`src/rtl/cpu_defs.sv`:
```
// Shared CPU definitions: MIPS opcode constants and the fetch FSM state encoding.
package cpu_defs;

  localparam logic [5:0] OP_RTYPE = 6'h00;
  localparam logic [5:0] OP_ANDI  = 6'h0C;
  localparam logic [5:0] OP_ORI   = 6'h0D;
  localparam logic [5:0] OP_XORI  = 6'h0E;

  typedef enum logic [1:0] {
    ST_IDLE = 2'd0,
    ST_REQ  = 2'd1,
    ST_HOLD = 2'd2
  } fetch_state_t;

endpackage

```
`src/rtl/instr_field_decode.sv`:
```
// Combinational MIPS field slicer plus the extension-select decision for the immediate path.
module instr_field_decode
  import cpu_defs::*;
(
  input  logic [31:0] instr,
  output logic [5:0]  opcode,
  output logic [4:0]  rs,
  output logic [4:0]  rt,
  output logic [4:0]  rd,
  output logic [4:0]  shamt,
  output logic [5:0]  funct,
  output logic [15:0] imm16,
  output logic [25:0] target,
  output logic        ext_sel
);

  assign opcode = instr[31:26];
  assign rs     = instr[25:21];
  assign rt     = instr[20:16];
  assign rd     = instr[15:11];
  assign shamt  = instr[10:6];
  assign funct  = instr[5:0];
  assign imm16  = instr[15:0];
  assign target = instr[25:0];

  // Logical immediates are zero-extended; everything else takes the sign-extend path.
  assign ext_sel = (instr[31:26] == OP_ANDI) ||
                   (instr[31:26] == OP_ORI)  ||
                   (instr[31:26] == OP_XORI);

endmodule

```
`src/rtl/instr_fetch_decode.sv`:
```
// Single-outstanding instruction fetch with ack timeout, registering decoded MIPS fields.
module instr_fetch_decode
  import cpu_defs::*;
#(
  parameter int TIMEOUT_CYCLES = 16
) (
  input  logic        clk,
  input  logic        reset,
  input  logic        fetch_req,
  input  logic [31:0] pc,
  output logic        mem_rd,
  output logic [31:0] mem_addr,
  input  logic [31:0] mem_rdata,
  input  logic        mem_ack,
  output logic        instr_valid,
  output logic [5:0]  opcode,
  output logic [4:0]  rs,
  output logic [4:0]  rt,
  output logic [4:0]  rd,
  output logic [4:0]  shamt,
  output logic [5:0]  funct,
  output logic [15:0] imm16,
  output logic [25:0] target,
  output logic        extSel,
  output logic        busy,
  output logic        fetch_err
);

  localparam logic [7:0] CNT_LAST = 8'(TIMEOUT_CYCLES - 1);

  fetch_state_t state_p0, state_nxt;
  logic [7:0]   cnt_p0;
  logic         latch_pc, latch_instr, timeout;

  logic [5:0]  d_opcode, d_funct;
  logic [4:0]  d_rs, d_rt, d_rd, d_shamt;
  logic [15:0] d_imm16;
  logic [25:0] d_target;
  logic        d_ext_sel;

  function automatic logic [7:0] sat_inc(input logic [7:0] v);
    return (v == 8'hFF) ? v : v + 8'd1;
  endfunction

  instr_field_decode u_decode (
    .instr   (mem_rdata),
    .opcode  (d_opcode),
    .rs      (d_rs),
    .rt      (d_rt),
    .rd      (d_rd),
    .shamt   (d_shamt),
    .funct   (d_funct),
    .imm16   (d_imm16),
    .target  (d_target),
    .ext_sel (d_ext_sel)
  );

  always_ff @(posedge clk) begin
    if (reset) state_p0 <= ST_IDLE;
    else       state_p0 <= state_nxt;
  end

  always_comb begin
    state_nxt   = state_p0;
    latch_pc    = 1'b0;
    latch_instr = 1'b0;
    timeout     = 1'b0;
    if (!reset) begin
      unique case (state_p0)
        ST_IDLE, ST_HOLD: begin
          if (fetch_req) begin
            latch_pc  = 1'b1;
            state_nxt = ST_REQ;
          end
        end
        ST_REQ: begin
          // An ack in the timeout cycle still wins.
          if (mem_ack) begin
            latch_instr = 1'b1;
            state_nxt   = ST_HOLD;
          end else if (cnt_p0 >= CNT_LAST) begin
            timeout   = 1'b1;
            state_nxt = ST_IDLE;
          end
        end
        default: state_nxt = ST_IDLE;
      endcase
    end
  end

  assign mem_rd      = (state_p0 == ST_REQ);
  assign busy        = (state_p0 == ST_REQ);
  assign instr_valid = (state_p0 == ST_HOLD);

  // ---- stage p0: address, counter and instruction registers
  always_ff @(posedge clk) begin
    if (reset) begin
      mem_addr  <= '0;
      cnt_p0    <= '0;
      fetch_err <= 1'b0;
      opcode    <= '0;
      rs        <= '0;
      rt        <= '0;
      rd        <= '0;
      shamt     <= '0;
      funct     <= '0;
      imm16     <= '0;
      target    <= '0;
      extSel    <= 1'b0;
    end else begin
      fetch_err <= timeout;
      if (latch_pc) begin
        mem_addr <= pc;
        cnt_p0   <= '0;
      end else if (state_p0 == ST_REQ) begin
        cnt_p0 <= sat_inc(cnt_p0);
      end
      if (latch_instr) begin
        opcode <= d_opcode;
        rs     <= d_rs;
        rt     <= d_rt;
        rd     <= d_rd;
        shamt  <= d_shamt;
        funct  <= d_funct;
        imm16  <= d_imm16;
        target <= d_target;
        extSel <= d_ext_sel;
      end
    end
  end

endmodule

```
`config.mk`:
```
export PLATFORM = sky130hd
export DESIGN_NAME = instr_fetch_decode
export DESIGN_NICKNAME = d
export VERILOG_FILES = /design/src/rtl/cpu_defs.sv /design/src/rtl/instr_field_decode.sv /design/src/rtl/instr_fetch_decode.sv
export SDC_FILE = /design/constraint.sdc
export NUM_CORES = 1
export LEC_CHECK = 0
export CAP_MARGIN = 10
export CORE_ASPECT_RATIO = 1.75
export CORE_MARGIN = 4
export CORE_UTILIZATION = 34
export DETAILED_ROUTE_END_ITERATION = 8
export HOLD_SLACK_MARGIN = 0.15
export PLACE_DENSITY = 0.77
export SETUP_SLACK_MARGIN = 0.15
export SYNTH_ARGS = -nofsm -noshare
export SYNTH_HDL_FRONTEND = slang
export SYNTH_SLANG_ARGS = --single-unit
```
`constraint.sdc`:
```
create_clock -name clk -period 1.4 [get_ports clk]
set_clock_uncertainty 0.1 [all_clocks]
set_input_delay 0.42 -clock clk [delete_from_list [all_inputs] [get_ports clk]]
set_output_delay 0.42 -clock clk [all_outputs]
set_load 0.02 [all_outputs]
```
==> impl_metrics.sql <==
INSERT INTO impl_metrics (metric_group, metric, value, unit) VALUES
('drt', 'detailroute.via_count', '2993', ''),
('finish', 'n_antenna_cell', '0', ''),
('job', 'drv.max_cap_violation_count', '0', ''),
('finish', 'areaGrowthSynthToFinish', '103.3', '%'),
('clock_network', 'max-clock-path-buffers', '2', ''),
('placement', 'hpwlAfterDp', '5971', 'microns'),
('global_routing', 'grt_overflow_total', '0', ''),
('placement', 'port_buffer_cells', '178', ''),
('yosys', 'synth_area_per_cell', '9.372', 'sq um'),
('drt', 'post_drt_wl_per_cell', '16.43', 'microns'),
('power_and_ir_drop', 'leakagePower', '2.580', 'nW'),
('yosys', 'synth_enable_flop_cells', '0', ''),
('clock_network', 'clk-insertion-delay-late', '320', 'ps'),
('worst_setup_path', 'end_kind', 'output pin', ''),
('finish', 'fin_cells', '629', ''),
('worst_setup_path', 'critical_path_arrival', '1010', 'ps'),
('yosys', 'synthesis.nets', '387', ''),
('sta', 'period_share', '1.092', ''),
('status', 'failing_checks', 'setup timing', ''),
('global_routing', 'grt_max_degree', '35', ''),
('floorplan', 'die_area', '0.01039', 'sq mm'),
('clock_network', 'htree_levels', '3', ''),
('drt', 'routed_via_density', '4.758', ''),
('yosys', 'netlist_top_cells_count', 'dfxtp_1 (76), nand2_1 (69), buf_4 (44)', ''),
('sta', 'setup_ws', '-129.5', 'ps'),
('floorplan', 'start_util', '0.3460', ''),
('worst_hold_path', 'timing.hold.worst.class', 'reg2reg', ''),
('drt', 'postRouteWirelength', '10340', 'microns'),
('sta', 'report.final.setup_viol', '82', ''),
('floorplan', 'placeableCoreArea', '0.008615', 'sq mm'),
('sta', 'final_period_minus_worst_setup_slack', '1529', 'ps'),
('power_and_ir_drop', 'seq_power_share', '0.374', ''),
('worst_setup_path', 'worst_r2r_path_depth', '7', ''),
('sta', 'slew_viol_final', '0', ''),
('drt', 'drtIter0Drc', '77', ''),
('sta', 'rsz0062_at_grt', 'true', ''),
('placement', 'number_of_cells_after_detailed_placement', '566', ''),
('sta', 'final_hold_viol_count', '0', ''),
('floorplan', 'ioPinCount', '179', ''),
('yosys', 'yosysTopAreaCellShare', '0.5105', ''),
('placement', 'gp_routability_congestion', '0.7544', ''),
('status', 'status', 'finished with violations', ''),
('power_and_ir_drop', 'clock_network_power_share', '0.422', ''),
('power_and_ir_drop', 'power.net_switching', '1.467', 'mW'),
('drt', 'firstDrtPassIters', '4', ''),
('yosys', 'yosys-top-cells-area', 'dfxtp_1 (51%), buf_4 (11%), a22o_1 (9.4%), nand2_1 (8.7%), a21oi_1 (6.2%)', ''),
('yosys', 'count_of_mapped_cells_out_of_synthesis', '318', ''),
('yosys', 'post_synthesis_cell_type_with_the_largest_combined_area', 'dfxtp_1', ''),
('power_and_ir_drop', 'switching_share', '0.2319', ''),
('yosys', 'async_sr_flop_fraction', '0', ''),
('finish', 'post_route_cells_drive_above_1_share', '0.5879', ''),
('worst_setup_path', 'timing.critical_path.fanout_max', '3', ''),
('worst_setup_path', 'type_of_the_worst_setup_path', 'reg2out', ''),
('clock_network', 'clkSlewWorstSetupHoldPaths', '60', 'ps'),
('sta', 'timing.max_slew.rel_slack', '0.7263', ''),
('global_routing', 'via_count_of_the_first_global_routing_pass', '3073', ''),
('global_routing', 'gr-usage-all-layers', '0.1871', ''),
('drt', 'detail-route-antenna-nets', '0', ''),
('yosys', 'yosys.cell_types.count', '32', ''),
('yosys', 'mappedNetlistArea', '0.002980', 'sq mm'),
('power_and_ir_drop', 'combPwrFrac', '0.204', ''),
('power_and_ir_drop', 'power_report.internal_total', '4.858', 'mW'),
('floorplan', 'die_width', '78.78', 'microns'),
('worst_setup_path', 'worstSetupStartpointType', 'flop', ''),
('yosys', 'yosys_warnings', '0', ''),
('yosys', 'post-synth-top-count-cell', 'dfxtp_1', ''),
('worst_hold_path', 'holdPathStages', '2', ''),
('clock_network', 'clock_tree.root_cell', 'clkbuf_16', ''),
('power_and_ir_drop', 'pwr_density_cell', '1044', 'mW/mm^2'),
('yosys', 'ys_dominant_reg_cell', 'dfxtp_1', ''),
('floorplan', 'placement_rows', '45', '');
==> cell usage in the layout, fill, tap and decap left out, types with 2 or more instances in the layout <==
cell type        instances
clkdlybuf4s50_1         64
nor2_1                   7
clkbuf_8                 2
and3_1                   2
nor2b_4                  3
dfxtp_2                 53
buf_6                  137
clkbuf_16                9
dfxtp_1                  2
xor2_1                   5
buf_16                   5
a21oi_1                 20
nand3_1                  2
a22o_1                  32
nand2_1                 63
buf_4                   23
a21oi_2                 17
buf_12                   7
nor2_4                   2
nand2_2                  4
nand2_4                  3
bufinv_16                3
dfxtp_4                 21
o21ai_0                  2
==> through the flow <==
step | worst slack (ps) | power, mW | hold WS [ps] | util | TNS (ps)
5_1_grt | -186.3 | 6.545 | 387.9 | 0.7034 | -10060
3_3_place_gp | -862.7 | 3.348 | 342.8 | 0.5406 | -46960
3_5_place_dp | -983.2 | 3.363 | 354.4 | 0.5406 | -51240
4_1_cts | -128.6 | 6.329 | 365.4 | 0.6761 | -4071
2_1_floorplan | 80.57 | 2.881 | 376.5 | - | 0
6_report | -129.5 | 6.325 | 365.4 | 0.7034 | -4611
==> timing repair <==
item	in CTS	in global routing
cloned	9	0
gates resized for setup	792	44
pin swaps	6	17
buffers inserted	28	10
setup endpoints to repair	187	187
==> kinds of logic after synthesis <==
family          synth area share
compound gates            0.1772
xor+xnor                 0.01469
fa+ha+maj               0.004197
buf+inv                   0.1495
flops                     0.5105
mux                     0.003359
simple gates              0.1406
==> worst max-delay path, cell delays in order (launching register included) <==
cell	delay [ps]
dfxtp_2	340
nor2b_4	210
buf_6	140
==> power by group through the flow <==
stage / Sequential [mW] / Clock (mW) / Combinational [mW]
after floorplan: 2.50 / 0 / 0.382
after global placement: 2.38 / 0 / 0.965
after detailed placement: 2.38 / 0 / 0.981
after CTS: 2.38 / 2.72 / 1.24
after global routing: 2.38 / 2.81 / 1.36
final: 2.36 / 2.67 / 1.29
==> per-layer routing <==
metal / track usage / share of wire
met3: 0.05335 / 0.083
met1: 0.1953 / 0.36
met2: 0.3406 / 0.54
met4: 0.07977 / 0.021
met5: 0 / 0
==> flip-flops by register name, indices dropped and copies added, names as in the netlist, 4 cells and up <==
register,flops
funct,5
rt,4
shamt,4
cnt_p0,8
mem_addr,32
rs,5
rd,4
opcode,6
==> final timing paths <==
check | startpoint | endpoint
hold reg to reg | opcode[4]$_SDFFE_PP0P_ | opcode[4]$_SDFFE_PP0P_
hold / removal | opcode[4]$_SDFFE_PP0P_ | opcode[4]$_SDFFE_PP0P_
setup / recovery | state_p0[0]$_SDFFE_PP0P_ | busy
setup reg to reg | state_p0[0]$_SDFFE_PP0P_ | rs[2]$_SDFFE_PP0P_
==> area by class of cell <==
type / count / area [sq um]
tap: 117 / 146.4
sequential: 76 / 1667
timing repair buffer: 240 / 2693
multi-input combinational: 180 / 1202
clock inverter: 4 / 95.09
fill: 585 / 2555
clock buffer: 12 / 256.5
Note: power is estimated with default switching activity, not from simulation.
